### src/rtl/ibex_prefetch_queue.sv
// Instruction prefetch queue: issues word-aligned fetch requests on the
// instruction bus, tracks up to NumReqs in-flight requests in order, and
// buffers returned instructions in a FifoDepth-entry output FIFO. A branch
// redirects the fetch pointer, discards everything in flight and flushes
// the FIFO. Responses reach valid_o one cycle after rvalid.
module ibex_prefetch_queue #(
    parameter int unsigned NumReqs   = 2,
    parameter int unsigned FifoDepth = 3,
    parameter bit          ResetAll  = 1'b0
) (
    input  logic                         clk_i,
    input  logic                         rst_ni,
    input  logic                         req_i,
    input  logic                         branch_i,
    input  logic [31:0]                  addr_i,
    input  logic                         ready_i,
    output logic                         valid_o,
    output logic [31:0]                  rdata_o,
    output logic [31:0]                  addr_o,
    output logic                         err_o,
    output logic                         instr_req_o,
    input  logic                         instr_gnt_i,
    output logic [31:0]                  instr_addr_o,
    input  logic [31:0]                  instr_rdata_i,
    input  logic                         instr_err_i,
    input  logic                         instr_pmp_err_i,
    input  logic                         instr_rvalid_i,
    output logic                         busy_o,
    output logic [$clog2(NumReqs+1)-1:0] outstanding_o
);

    localparam int unsigned OutW = $clog2(NumReqs + 1);
    localparam int unsigned CntW = $clog2(FifoDepth + 1);

    // One in-flight bus request, oldest at index 0.
    typedef struct packed {
        logic [31:0] addr;
        logic        pmp;
        logic        discard;
    } oq_entry_t;

    // One returned instruction waiting for the consumer, oldest at index 0.
    typedef struct packed {
        logic [31:0] rdata;
        logic [31:0] addr;
        logic        err;
    } fifo_entry_t;

    // Control state (always reset)
    logic [31:0]   fetch_addr_q, fetch_addr_d;
    logic          ptr_valid_q, ptr_valid_d;
    logic          hold_q, hold_d;
    logic          hold_disc_q, hold_disc_d;
    logic [OutW-1:0] oq_cnt_q, oq_cnt_d;
    logic [CntW-1:0] fifo_cnt_q, fifo_cnt_d;

    // Datapath state (reset only when ResetAll is set)
    logic [31:0]   hold_addr_q, hold_addr_d;
    oq_entry_t     oq_q   [NumReqs];
    oq_entry_t     oq_d   [NumReqs];
    fifo_entry_t   fifo_q [FifoDepth];
    fifo_entry_t   fifo_d [FifoDepth];

    // Combinational helpers
    logic [31:0]   branch_addr;
    logic [31:0]   next_addr;
    int            fifo_term;
    logic          can_req;
    logic          accept;
    logic          disc_cur;
    oq_entry_t     head;
    logic          complete;
    logic          complete_keep;
    logic          oq_push;
    int            oq_wr_idx;
    logic          fifo_pop;
    logic          fifo_wr;
    int            fifo_wr_idx;
    fifo_entry_t   new_entry;

    // Request side: decide whether to issue, what address, and how the pointer moves.
    always_comb begin
        // NOTE: every signal gets a default at the top so no path leaves it unassigned (no latch).
        branch_addr = addr_i & 32'hFFFF_FFFC;
        next_addr   = branch_i ? branch_addr : fetch_addr_q;
        // The FIFO is flushed by a branch, so its occupancy does not limit the redirect request.
        fifo_term   = branch_i ? 0 : int'(fifo_cnt_q);
        can_req     = req_i && (ptr_valid_q || branch_i)
                      && (int'(oq_cnt_q) < int'(NumReqs))
                      && ((int'(oq_cnt_q) + fifo_term) < int'(FifoDepth));

        // A request already on the bus is held unchanged until it is accepted.
        instr_req_o  = hold_q || can_req;
        instr_addr_o = hold_q ? hold_addr_q : next_addr;
        // Only a held request can predate a branch; a fresh one targets the new address.
        disc_cur     = hold_q && (hold_disc_q || branch_i);
        accept       = instr_req_o && (instr_gnt_i || instr_pmp_err_i);

        hold_d      = instr_req_o && !accept;
        hold_addr_d = instr_addr_o;
        hold_disc_d = disc_cur;

        fetch_addr_d = next_addr;
        if (accept && !disc_cur) begin
            fetch_addr_d = instr_addr_o + 32'd4;
        end
        ptr_valid_d = ptr_valid_q || branch_i;
    end

    // Outstanding queue: in-order completion, push on acceptance, discard-mark on branch.
    always_comb begin
        head          = oq_q[0];
        complete      = (oq_cnt_q != '0) && (head.pmp || instr_rvalid_i);
        complete_keep = complete && !head.discard && !branch_i;

        oq_d = oq_q;
        for (int i = 0; i < int'(NumReqs); i++) begin
            oq_d[i].discard = oq_q[i].discard || branch_i;
        end
        if (complete) begin
            for (int i = 0; i < int'(NumReqs) - 1; i++) begin
                oq_d[i] = oq_d[i + 1];
            end
        end

        oq_wr_idx = int'(oq_cnt_q) - int'(complete);
        oq_push   = accept && (oq_wr_idx < int'(NumReqs));
        if (oq_push) begin
            for (int i = 0; i < int'(NumReqs); i++) begin
                if (i == oq_wr_idx) begin
                    oq_d[i].addr    = instr_addr_o;
                    oq_d[i].pmp     = instr_pmp_err_i;
                    oq_d[i].discard = disc_cur;
                end
            end
        end
        oq_cnt_d = oq_cnt_q - OutW'(complete) + OutW'(oq_push);
    end

    // Output FIFO: flush on branch, otherwise pop-then-write so full + write + pop keeps count.
    always_comb begin
        valid_o     = (fifo_cnt_q != '0) && !branch_i;
        fifo_pop    = valid_o && ready_i;
        fifo_wr_idx = int'(fifo_cnt_q) - int'(fifo_pop);
        fifo_wr     = complete_keep && (fifo_wr_idx < int'(FifoDepth));

        new_entry.rdata = head.pmp ? 32'h0 : instr_rdata_i;
        new_entry.addr  = head.addr;
        new_entry.err   = instr_err_i || head.pmp;

        fifo_d     = fifo_q;
        fifo_cnt_d = fifo_cnt_q;
        if (branch_i) begin
            fifo_cnt_d = '0;
        end else begin
            if (fifo_pop) begin
                for (int i = 0; i < int'(FifoDepth) - 1; i++) begin
                    fifo_d[i] = fifo_d[i + 1];
                end
            end
            if (fifo_wr) begin
                for (int i = 0; i < int'(FifoDepth); i++) begin
                    if (i == fifo_wr_idx) begin
                        fifo_d[i] = new_entry;
                    end
                end
            end
            fifo_cnt_d = fifo_cnt_q - CntW'(fifo_pop) + CntW'(fifo_wr);
        end
    end

    // Control registers with asynchronous reset.
    always_ff @(posedge clk_i or negedge rst_ni) begin
        // NOTE: non-blocking assignments so every flop samples pre-edge values regardless of order.
        if (!rst_ni) begin
            fetch_addr_q <= 32'h0;
            ptr_valid_q  <= 1'b0;
            hold_q       <= 1'b0;
            hold_disc_q  <= 1'b0;
            oq_cnt_q     <= '0;
            fifo_cnt_q   <= '0;
        end else begin
            fetch_addr_q <= fetch_addr_d;
            ptr_valid_q  <= ptr_valid_d;
            hold_q       <= hold_d;
            hold_disc_q  <= hold_disc_d;
            oq_cnt_q     <= oq_cnt_d;
            fifo_cnt_q   <= fifo_cnt_d;
        end
    end

    // Datapath registers; contents are only observed behind a nonzero count.
    if (ResetAll) begin : g_data_rst
        // Datapath registers, cleared by reset.
        always_ff @(posedge clk_i or negedge rst_ni) begin
            if (!rst_ni) begin
                hold_addr_q <= 32'h0;
                for (int i = 0; i < int'(NumReqs); i++) begin
                    oq_q[i] <= '0;
                end
                for (int i = 0; i < int'(FifoDepth); i++) begin
                    fifo_q[i] <= '0;
                end
            end else begin
                hold_addr_q <= hold_addr_d;
                oq_q        <= oq_d;
                fifo_q      <= fifo_d;
            end
        end
    end else begin : g_data_nrst
        // Datapath registers without reset.
        // NOTE: storage arrays are left unreset; the counters alone define which entries are valid.
        always_ff @(posedge clk_i) begin
            hold_addr_q <= hold_addr_d;
            oq_q        <= oq_d;
            fifo_q      <= fifo_d;
        end
    end

    assign rdata_o       = fifo_q[0].rdata;
    assign addr_o        = fifo_q[0].addr;
    assign err_o         = fifo_q[0].err;
    assign busy_o        = (oq_cnt_q != '0) || instr_req_o;
    assign outstanding_o = oq_cnt_q;

endmodule

### config.mk
export PLATFORM = sky130hd
export DESIGN_NAME = ibex_prefetch_queue
export DESIGN_NICKNAME = d
export VERILOG_FILES = /design/src/rtl/ibex_prefetch_queue.sv
export SDC_FILE = /design/constraint.sdc
export NUM_CORES = 1
export LEC_CHECK = 0
export BUFFER_PORTS_ARGS = -buffer_cell sky130_fd_sc_hd__buf_2
export CAP_MARGIN = 20
export CORE_ASPECT_RATIO = 2
export CORE_UTILIZATION = 51
export DETAILED_ROUTE_END_ITERATION = 10
export HOLD_SLACK_MARGIN = 0.06
export PLACE_DENSITY = 0.73
export SYNTH_ARGS = -nofsm -noshare
export SYNTH_HDL_FRONTEND = slang
export SYNTH_SLANG_ARGS = --single-unit
### constraint.sdc
create_clock -name clk_i -period 26.9 [get_ports clk_i]
set_input_delay 8.07 -clock clk_i [delete_from_list [all_inputs] [get_ports clk_i]]
set_output_delay 8.07 -clock clk_i [all_outputs]
set_load 0.005 [all_outputs]
# After elaboration in Yosys (flattened, before gate mapping)
# Index checks and enable logic that the tools add are counted.
# word_totals
register_bits	334
inputBits	73
out_inout_bits	102
word_cells	86
# op_classes
n_addsub	8
magnitude_cmp	4
eq_ne	3
muxes	15
bitwise_logic	1
reduce_logical	33
# ops
op	n
$mux 195	1
$mux 65	3
$mux 130	1
$mux 32	4
$mux 34	3
$mux 68	1
$logic_not 32->1	2
$add 32x3->32 const B	1
$logic_and 1x1->1	14
$logic_or 1x1->1	9
$eq 2x3->1 const A	2
$lt 3x3->1 const B	2
$sub 2x1->3	2
$add 2x1->2	2
$logic_not 1->1	4
$mux 2	2
$reduce_bool 2->1	2
$sub 2x1->2	2
$add 2x2->3	1
$eq 3x3->1 const A	1
$lt 3x2->1 const B	1
$reduce_and 3->1	1
$lt 2x2->1 const B	1
$reduce_and 2->1	1
$not 1->1	1

# Depth between registers and ports, before layout
# Gate-level depths: netlist (run 1).
# logic_depth
word_depth	8
depth_mapped	17
depth_no_buf	14

# Least setup slack after synthesis (run 1)
# No wires, ideal clock.
# synth_timing
kind	input -> output
from	in branch_i
to	out instr_addr_o[0]
arrival_ps	11790
t_required_ps	18830
slack_ps	7040
cell_stages	6
n_path_buf	3
path_cell_list	buf_4 -> buf_4 -> buf_2 -> inv_1 -> nand2_1 -> o21ai_0
# synth_between
elab_chain_cells	2
# synth_rtl
element	line_no	source
start, declared	14	input logic branch_i,
$mux 32	85	next_addr = branch_i ? branch_addr : fetch_addr_q;
$mux 32	94	instr_addr_o = hold_q ? hold_addr_q : next_addr;
end, declared	23	output logic [31:0] instr_addr_o,
# Every way passes these cells.

# Worst setup path in the final report (run 1)
# layout_timing
from	in branch_i
to	out instr_req_o
# layout_between
elab_chain_cells	5
word_cells_on_any_way	8
classes_between	add/sub (1); order compare (1); mux (1); reduce/logical (5)
# layout_rtl
element	line_no	source
$mux 2 or $logic_or 1x1->1 (tied branches)	87, 88	
$add 2x2->3 or $logic_and 1x1->1 (tied branches)	90, 88	
$lt 3x2->1 or $logic_and 1x1->1 (tied branches)	90, 89	
$logic_and 1x1->1 (*)	90	&& ((int'(oq_cnt_q) + fifo_term) < int'(FifoDepth));
$logic_or 1x1->1 (*)	93	instr_req_o = hold_q || can_req;
end, declared	21	output logic instr_req_o,
# Mark *: on every way between the ends. The rest lies on a longest branch, timed or not.

==> results of run 1 <==
flip-flops by register name (all words and copies together), names as in the netlist, 2 cells and up:
| register | cells |
|---|---|
| hold_addr_q | 32 |
| outstanding_o | 2 |
| fifo_q | 130 |
| oq_q | 34 |
| head | 34 |
| rdata_o | 32 |
| addr_o | 32 |
| fifo_cnt_q | 2 |
| fetch_addr_q | 32 |
Yosys cell counts (all sizes together) (3+ instances only):
| library cell | count | share of area, % |
|---|---|---|
| or3 | 4 | 0.16 |
| nor2b | 33 | 1.4 |
| edfxtp | 228 | 45 |
| xnor2 | 11 | 0.63 |
| o21ai | 13 | 0.43 |
| and4 | 4 | 0.23 |
| nand2 | 358 | 8.8 |
| a21oi | 11 | 0.36 |
| and2 | 6 | 0.25 |
| clkbuf | 59 | 1.4 |
| dfxtp | 67 | 8.8 |
| nor2 | 200 | 4.9 |
| o31ai | 8 | 0.39 |
| and3 | 7 | 0.29 |
| dfrtp | 39 | 6.4 |
| nor4 | 4 | 0.26 |
| nor3 | 5 | 0.24 |
| xor2 | 3 | 0.17 |
| ha | 12 | 0.98 |
| mux2i | 17 | 1.2 |
| buf | 98 | 4.4 |
| nand4 | 9 | 0.47 |
| inv | 28 | 0.69 |
| a31oi | 169 | 6.9 |
| nand3 | 9 | 0.29 |
| or4 | 7 | 0.34 |
| mux2 | 47 | 3.5 |
per-layer routing:
metal  wire [um]  track usage, %
met2       17400            38.7
met3        1300            2.06
met4        1010            8.79
met5           0               0
met1       13900            26.6
worst paths after layout:
path                                     to  depth (start not counted)
max                             instr_req_o                          9
max reg2reg                     rdata_o[28]                         13
min                             ptr_valid_q                          1
min in group asynchronous  fetch_addr_q[24]                          2
min reg2reg                     ptr_valid_q                          1
max in group asynchronous            hold_q                          2
cell families after synthesis:
group	Yosys count	share of synthesized area, %
multiplexers	64	4.68
buffers and inverters	187	6.61
AO/OA/AOI/OAI	217	9.01
adder cells (fa/ha/maj)	13	1.11
flip-flops	334	60.0
AND/OR/NAND/NOR	651	17.8
XOR/XNOR	14	0.803
cells in the final DEF, fill, tap and decap left out, types with 8 or more instances in the layout:
cell type	instances
sky130_fd_sc_hd__xnor2_1	11
sky130_fd_sc_hd__inv_1	26
sky130_fd_sc_hd__dfrtp_1	38
sky130_fd_sc_hd__clkbuf_16	30
sky130_fd_sc_hd__mux2i_1	14
sky130_fd_sc_hd__a31oi_1	169
sky130_fd_sc_hd__mux2_2	42
sky130_fd_sc_hd__ha_1	12
sky130_fd_sc_hd__nand4_1	8
sky130_fd_sc_hd__nor2b_1	33
sky130_fd_sc_hd__o21ai_0	12
sky130_fd_sc_hd__edfxtp_1	228
sky130_fd_sc_hd__nor2_1	199
sky130_fd_sc_hd__o31ai_1	8
sky130_fd_sc_hd__buf_2	172
sky130_fd_sc_hd__buf_4	14
sky130_fd_sc_hd__a21oi_1	11
sky130_fd_sc_hd__dfxtp_1	67
sky130_fd_sc_hd__nand2_1	357
power by group through the flow:
stage | sequential [mW] | clock (mW) | combinational [mW]
CTS | 0.760 | 0.457 | 0.417
finish | 0.760 | 0.445 | 0.414
global route | 0.774 | 0.472 | 0.463
floorplan | 0.747 | 0 | 0.317
detailed placement | 0.771 | 0 | 0.413
global placement | 0.765 | 0 | 0.398
cell type report:
type	instances	area, sq um	area share, %
Timing Repair Buffer	186	966	5.72
Sequential cell	334	9170	54.3
Multi-Input combinational cell	959	5160	30.6
Inverter	30	120	0.711
Clock buffer	36	793	4.70
Tap cell	364	455	2.70
Clock inverter	18	224	1.33
critical path: cells and delay by family:
| family | cells | cell delay (ns) |
|---|---|---|
| buffers and inverters | 4 | 0.85 |
| adder cells (fa/ha/maj) | 2 | 0.70 |
| AO/OA/AOI/OAI | 1 | 0.45 |
| AND/OR/NAND/NOR | 2 | 0.18 |
==> qor.json, run 1 <==
{
  "design_power_total_mw": 1.62,
  "final_core_util_pct": 57.2,
  "fin_crit_sh_pct": 68.4,
  "final_nets": 1626,
  "grt_setup_unrepaired": "false",
  "vias_in_the_first_global_route": 10510,
  "final_antenna_diode_count": 0,
  "comb_power_share_pct": 25.6,
  "num_vias": 10857,
  "timing.setup.tns_ns": 0,
  "power.internal_mw": 1.11,
  "peak_supply_drop_mv": 0.0814,
  "critPathSlowestCell": "sky130_fd_sc_hd__buf_4",
  "postLayoutCellArea_sq_mm": 0.0169,
  "flow.area_growth_from_synthesis_pct": 10.5,
  "htreeDepth": 1,
  "cap_violations": 0,
  "postCtsResizedCells": 0,
  "critical_path.max_fanout": 40,
  "timing.critical_path.arrival_ns": 10.33,
  "fin_skew_ns": 0.0170,
  "post-dp-hpwl_um": 21000,
  "final-max-slew-violation-count": 0,
  "core_area_sq_mm": 0.0295,
  "netlist_area_before_placement_sq_mm": 0.0153,
  "cts-buffers-inserted": 29,
  "grt_max_degree": 98,
  "start_util_pct": 51.8,
  "clockBufferDepth": 3,
  "setup_viol": 0,
  "design.portCount": 175,
  "number_of_nets_produced_by_synthesis": 1566,
  "ctsHoldBuffers": 0,
  "avgSynthCellArea_sq_um": 10.3,
  "io_buffers": 172,
  "critPathLaunch": "branch_i",
  "ys_ff_latch": 334,
  "setup.worst_path.class": "in -> out",
  "dieWidth_um": 124,
  "clk-insertion-delay-late_ns": 0.57,
  "power_frac_clock_pct": 27.5,
  "die_area_sq_mm": 0.0307,
  "place_ws_ns": 8.48,
  "global_route.usage.total_pct": 21.6,
  "count_of_flip_flops_with_a_built_in_enable_after_synthesis": 228,
  "numPlacedInstances": 1873,
  "setup_ws_ns": 8.50,
  "die_height_um": 247,
  "power.sequential.fraction_pct": 46.9,
  "max_freq_ghz": 0.0544,
  "setup.worst_path.end_class": "output pin",
  "detail_route.wirelength_um": 33600,
  "post_cts_buffers": 0,
  "path_clk_slew_ns": 0.07,
  "slew_hr_pct": 27.4,
  "synthFlopType": "sky130_fd_sc_hd__edfxtp_1",
  "outcome": "completed",
  "nFillCells": 2497,
  "period_needed_ns": 18.40,
  "routed_via_density": 5.63,
  "cp_cell_sequence": "buf_2 -> buf_4 -> nor2_1 -> ha_1 -> fa_1 -> nand2_1 -> a31oi_1 -> inv_1 -> buf_2",
  "placement_rows": 89,
  "synth-seq-area-share_pct": 60.0,
  "postPlaceCellArea_sq_mm": 0.0159,
  "hold_start": "ptr_valid_q",
  "timing.critical_path.required_ns": 18.83,
  "cts_tree": "done",
  "synth_cells": 1480,
  "finalWeightedCongestion": 0.830,
  "yosysWarnings": 0,
  "wire_length_of_the_first_global_routing_pass_um": 54100,
  "root_buffer": "sky130_fd_sc_hd__clkbuf_16",
  "hold_path_class": "reg -> reg",
  "first_iter_violations": 639,
  "antenna_found_initial": 0,
  "grt_overflow_total": 0,
  "worst_slew_pin_slew_ns": 1.09,
  "power_per_cell_area_mw_per_mm2": 95.9,
  "worst_r2r_startpoint": "fifo_cnt_q[1]",
  "cp_slowest_stage_delay_ns": 0.48,
  "hold_slack_final_ns": 0.466,
  "routedWlPerCell_um": 17.4,
  "timing.final.hold_violations": 0,
  "drt_drc_violations_left": 0,
  "fraction_of_final_layout_cells_sized_beyond_drive_strength_1_pct": 19.1,
  "power.share.switching_pct": 31.6,
  "cpMostUsedCell": "sky130_fd_sc_hd__buf_2",
  "synth.distinct_cells": 54,
  "flop2flop_setup_slack_ns": 22.47,
  "setup.worst_path.start_class": "primary input",
  "finalNonFillerCells": 1927,
  "leakage_nw": 6.71,
  "total_switching_power_mw": 0.512,
  "antenna_violating_nets_post_route": 0,
  "async_set_or_reset_register_ratio_after_synthesis_pct": 11.7,
  "cts.sinks": 334,
  "number_of_iterations_in_the_first_detailed_routing_pass": 4
}
(Power assumes the default switching activity.)
==> inputs of run 2 (changes only) <==
--- a/config.mk
+++ b/config.mk
@@ -11,7 +11,7 @@
 export CORE_UTILIZATION = 51
 export DETAILED_ROUTE_END_ITERATION = 10
 export HOLD_SLACK_MARGIN = 0.06
-export PLACE_DENSITY = 0.73
+export PLACE_DENSITY = 0.76
 export SYNTH_ARGS = -nofsm -noshare
 export SYNTH_HDL_FRONTEND = slang
 export SYNTH_SLANG_ARGS = --single-unit
==> constraint.sdc (replaced) <==
create_clock -name clk_i -period 14.75 [get_ports clk_i]
set_input_delay 4.425 -clock clk_i [delete_from_list [all_inputs] [get_ports clk_i]]
set_output_delay 4.425 -clock clk_i [all_outputs]
set_load 0.005 [all_outputs]
==> run 2 against run 1 <==
Net effect:
- die area is the same
- sequential share of layout area up 0.068 points
- highest routed layer unchanged
- sequential cell count stayed put
==> qor.json, run 2 (synthesis gave the netlist of run 1 again) <==
{
  "outcome": "completed",
  "mostFrequentLayoutCell": "sky130_fd_sc_hd__nand2_1",
  "timing.setup.tns": {"value": 0, "unit": "ns", "change": "unchanged"},
  "number_of_iterations_in_the_first_detailed_routing_pass": {"value": 6, "change": "+2"},
  "power_per_cell_area": {"value": 174, "unit": "mW/mm^2", "change": "+82%"},
  "finalWeightedCongestion": {"value": 0.825, "change": "-0.59%"},
  "fin_crit_sh_pct": 75.3,
  "grt_overflow_total": {"value": 0, "change": "unchanged"},
  "io_buffers": {"value": 172, "change": "unchanged"},
  "critPathLaunch": "branch_i",
  "critical_path.max_fanout": {"value": 40, "change": "unchanged"},
  "leakage": {"value": 6.72, "unit": "nW", "change": "about the same"},
  "timing.critical_path.required": {"value": 10.32, "unit": "ns", "change": "-8.51 ns"},
  "final_antenna_diode_count": {"value": 0, "change": "unchanged"},
  "finalNonFillerCells": {"value": 1929, "change": "+0.10%"},
  "path_clk_slew": {"value": 0.06, "unit": "ns", "change": "about the same"},
  "flow.area_growth_from_synthesis_pct": 10.4,
  "wire_length_of_the_first_global_routing_pass": {"value": 54900, "unit": "um", "change": "+1.4%"},
  "die_area": {"value": 0.0307, "unit": "sq mm", "change": "unchanged"},
  "cts.sinks": {"value": 334, "change": "unchanged"},
  "setup.worst_path.start_class": "primary input",
  "setup_viol": {"value": 0, "change": "unchanged"},
  "fraction_of_final_layout_cells_sized_beyond_drive_strength_1": {"value": 19.0, "unit": "%", "change": "-0.088 points"},
  "antenna_found_initial": {"value": 0, "change": "unchanged"},
  "worst_slew_pin_slew": {"value": 1.09, "unit": "ns", "change": "-0.00153 ns"},
  "max_freq_ghz": 0.0900,
  "hold_start": "head[24]",
  "first_iter_violations": {"value": 669, "change": "+4.7%"},
  "fin_skew": {"value": 0.0140, "unit": "ns", "change": "-0.00301 ns"},
  "post-dp-hpwl": {"value": 21200, "unit": "um", "change": "+0.88%"},
  "period_needed_ns": 11.11,
  "routed_via_density": {"value": 5.65, "change": "+0.35%"},
  "mostFrequentLayoutCells": "sky130_fd_sc_hd__nand2_1, sky130_fd_sc_hd__edfxtp_1, sky130_fd_sc_hd__nor2_1",
  "clockBufferDepth": {"value": 3, "change": "unchanged"},
  "cts_tree": "done",
  "design.portCount": {"value": 175, "change": "unchanged"},
  "grt_max_degree": {"value": 101, "change": "+3.1%"},
  "grt_setup_unrepaired": "false",
  "htreeDepth": {"value": 1, "change": "unchanged"},
  "timing.final.hold_violations": {"value": 0, "change": "unchanged"},
  "root_buffer": "sky130_fd_sc_hd__clkbuf_16",
  "detail_route.wirelength": {"value": 33700, "unit": "um", "change": "+0.26%"},
  "final_core_util": {"value": 57.1, "unit": "%", "change": "-0.072 points"},
  "numPlacedInstances": {"value": 1873, "change": "unchanged"},
  "clk-insertion-delay-late": {"value": 0.56, "unit": "ns", "change": "about the same"},
  "setup.worst_path.end_class": "output pin",
  "ctsHoldBuffers": {"value": 0, "change": "unchanged"},
  "routedWlPerCell": {"value": 17.5, "unit": "um", "change": "+0.15%"},
  "timing.critical_path.arrival": {"value": 6.68, "unit": "ns", "change": "-3.65 ns"},
  "dieWidth": {"value": 124, "unit": "um", "change": "unchanged"},
  "vias_in_the_first_global_route": {"value": 10657, "change": "+1.4%"},
  "drt_drc_violations_left": {"value": 0, "change": "unchanged"},
  "cap_violations": {"value": 0, "change": "unchanged"},
  "start_util": {"value": 51.8, "unit": "%", "change": "unchanged"},
  "nFillCells": {"value": 2460, "change": "-1.5%"},
  "peak_supply_drop": {"value": 0.151, "unit": "mV", "change": "+85%"},
  "post_cts_buffers": {"value": 0, "change": "unchanged"},
  "max_flop_register": "fifo_q",
  "antenna_violating_nets_post_route": {"value": 0, "change": "unchanged"},
  "postCtsResizedCells": {"value": 0, "change": "unchanged"},
  "placement_rows": {"value": 89, "change": "unchanged"},
  "num_vias": {"value": 10906, "change": "+0.45%"},
  "global_route.usage.total": {"value": 21.9, "unit": "%", "change": "+0.30 points"},
  "worst_r2r_startpoint": "fifo_cnt_q[1]",
  "hold_path_class": "reg -> reg",
  "cts-buffers-inserted": {"value": 30, "change": "+3.4%"},
  "core_area": {"value": 0.0295, "unit": "sq mm", "change": "unchanged"},
  "final-max-slew-violation-count": {"value": 0, "change": "unchanged"},
  "setup.worst_path.class": "in -> out",
  "max_ffs_per_register": {"value": 130, "change": "unchanged"},
  "die_height": {"value": 247, "unit": "um", "change": "unchanged"},
  "slew_hr": {"value": 27.5, "unit": "%", "change": "+0.10 points"},
  "final_nets": {"value": 1627, "change": "+0.062%"}
}
run 2: changes by cell type in the layout (fill, tap and decap cells not counted), moves of 3 or more:
| cell | before | now |
|---|---|---|
| sky130_fd_sc_hd__clkbuf_16 | 30 | 34 |
| sky130_fd_sc_hd__clkinv_4 | 3 | 0 |
| sky130_fd_sc_hd__clkbuf_2 | 0 | 3 |
| sky130_fd_sc_hd__clkinv_2 | 2 | 6 |
| sky130_fd_sc_hd__inv_6 | 6 | 1 |
| sky130_fd_sc_hd__bufinv_16 | 4 | 1 |
| sky130_fd_sc_hd__clkbuf_1 | 4 | 8 |
run 2: worst max-delay path, stage by stage:
cell                      delay, ns
sky130_fd_sc_hd__buf_2         0.07
sky130_fd_sc_hd__buf_4         0.47
sky130_fd_sc_hd__nor2_1        0.11
sky130_fd_sc_hd__ha_1          0.22
sky130_fd_sc_hd__fa_1          0.49
sky130_fd_sc_hd__nand2_1       0.05
sky130_fd_sc_hd__a31oi_1       0.45
sky130_fd_sc_hd__inv_1         0.17
sky130_fd_sc_hd__buf_2         0.16
run 2: path summary, 6_finish.rpt:
| check | end | slack [ns] | cells past startpoint |
|---|---|---|---|
| min in group asynchronous | fetch_addr_q[24] | 3.94 | 2 |
| setup / recovery | instr_req_o | 3.64 | 9 |
| hold / removal | fifo_q[23] | 0.49 | 0 |
| hold reg to reg | fifo_q[23] | 0.49 | 0 |
| setup reg to reg | fifo_q[121] | 10.28 | 13 |
| max in group asynchronous | hold_q | 10.37 | 2 |
run 2: layout make-up:
| class | instances | area [sq um] | area share, % |
|---|---|---|---|
| sequential | 334 | 9170 | 54.3 |
| multi-input combinational | 959 | 5160 | 30.6 |
| timing repair buffer | 186 | 966 | 5.73 |
| clock buffer | 47 | 923 | 5.48 |
| tap | 364 | 455 | 2.70 |
| inverter | 30 | 120 | 0.712 |
| clock inverter | 9 | 72.6 | 0.430 |
run 2: power by group:
part,switching (mW),internal (mW),leakage (nW)
Combinational,0.461,0.296,3.04
Clock,0.342,0.449,0.502
Sequential,0.122,1.27,3.18
run 2: metal layers:
layer / GRT usage, % / vias to the layer above / part of all wire (%)
met3: 1.95 / 67 / 4.3
met2: 39.4 / 361 / 52
li1: - / 5241 / -
met5: 0 / - / 0
met4: 9.14 / 0 / 3.4
met1: 26.9 / 5237 / 40
run 2: through the flow:
step / setup WS, ns / hold slack, ns / instance area, sq um / total power [mW]
final: 3.64 / 0.492 / 16900 / 2.94
after global routing: 3.49 / 0.510 / 16900 / 3.10
after CTS: 3.68 / 0.498 / 16900 / 2.96
after detailed placement: 3.67 / 0.445 / 15900 / 2.16
after global placement: 3.72 / 0.439 / 15900 / 2.12
after floorplan: 2.18 / 0.423 / 15300 / 1.94
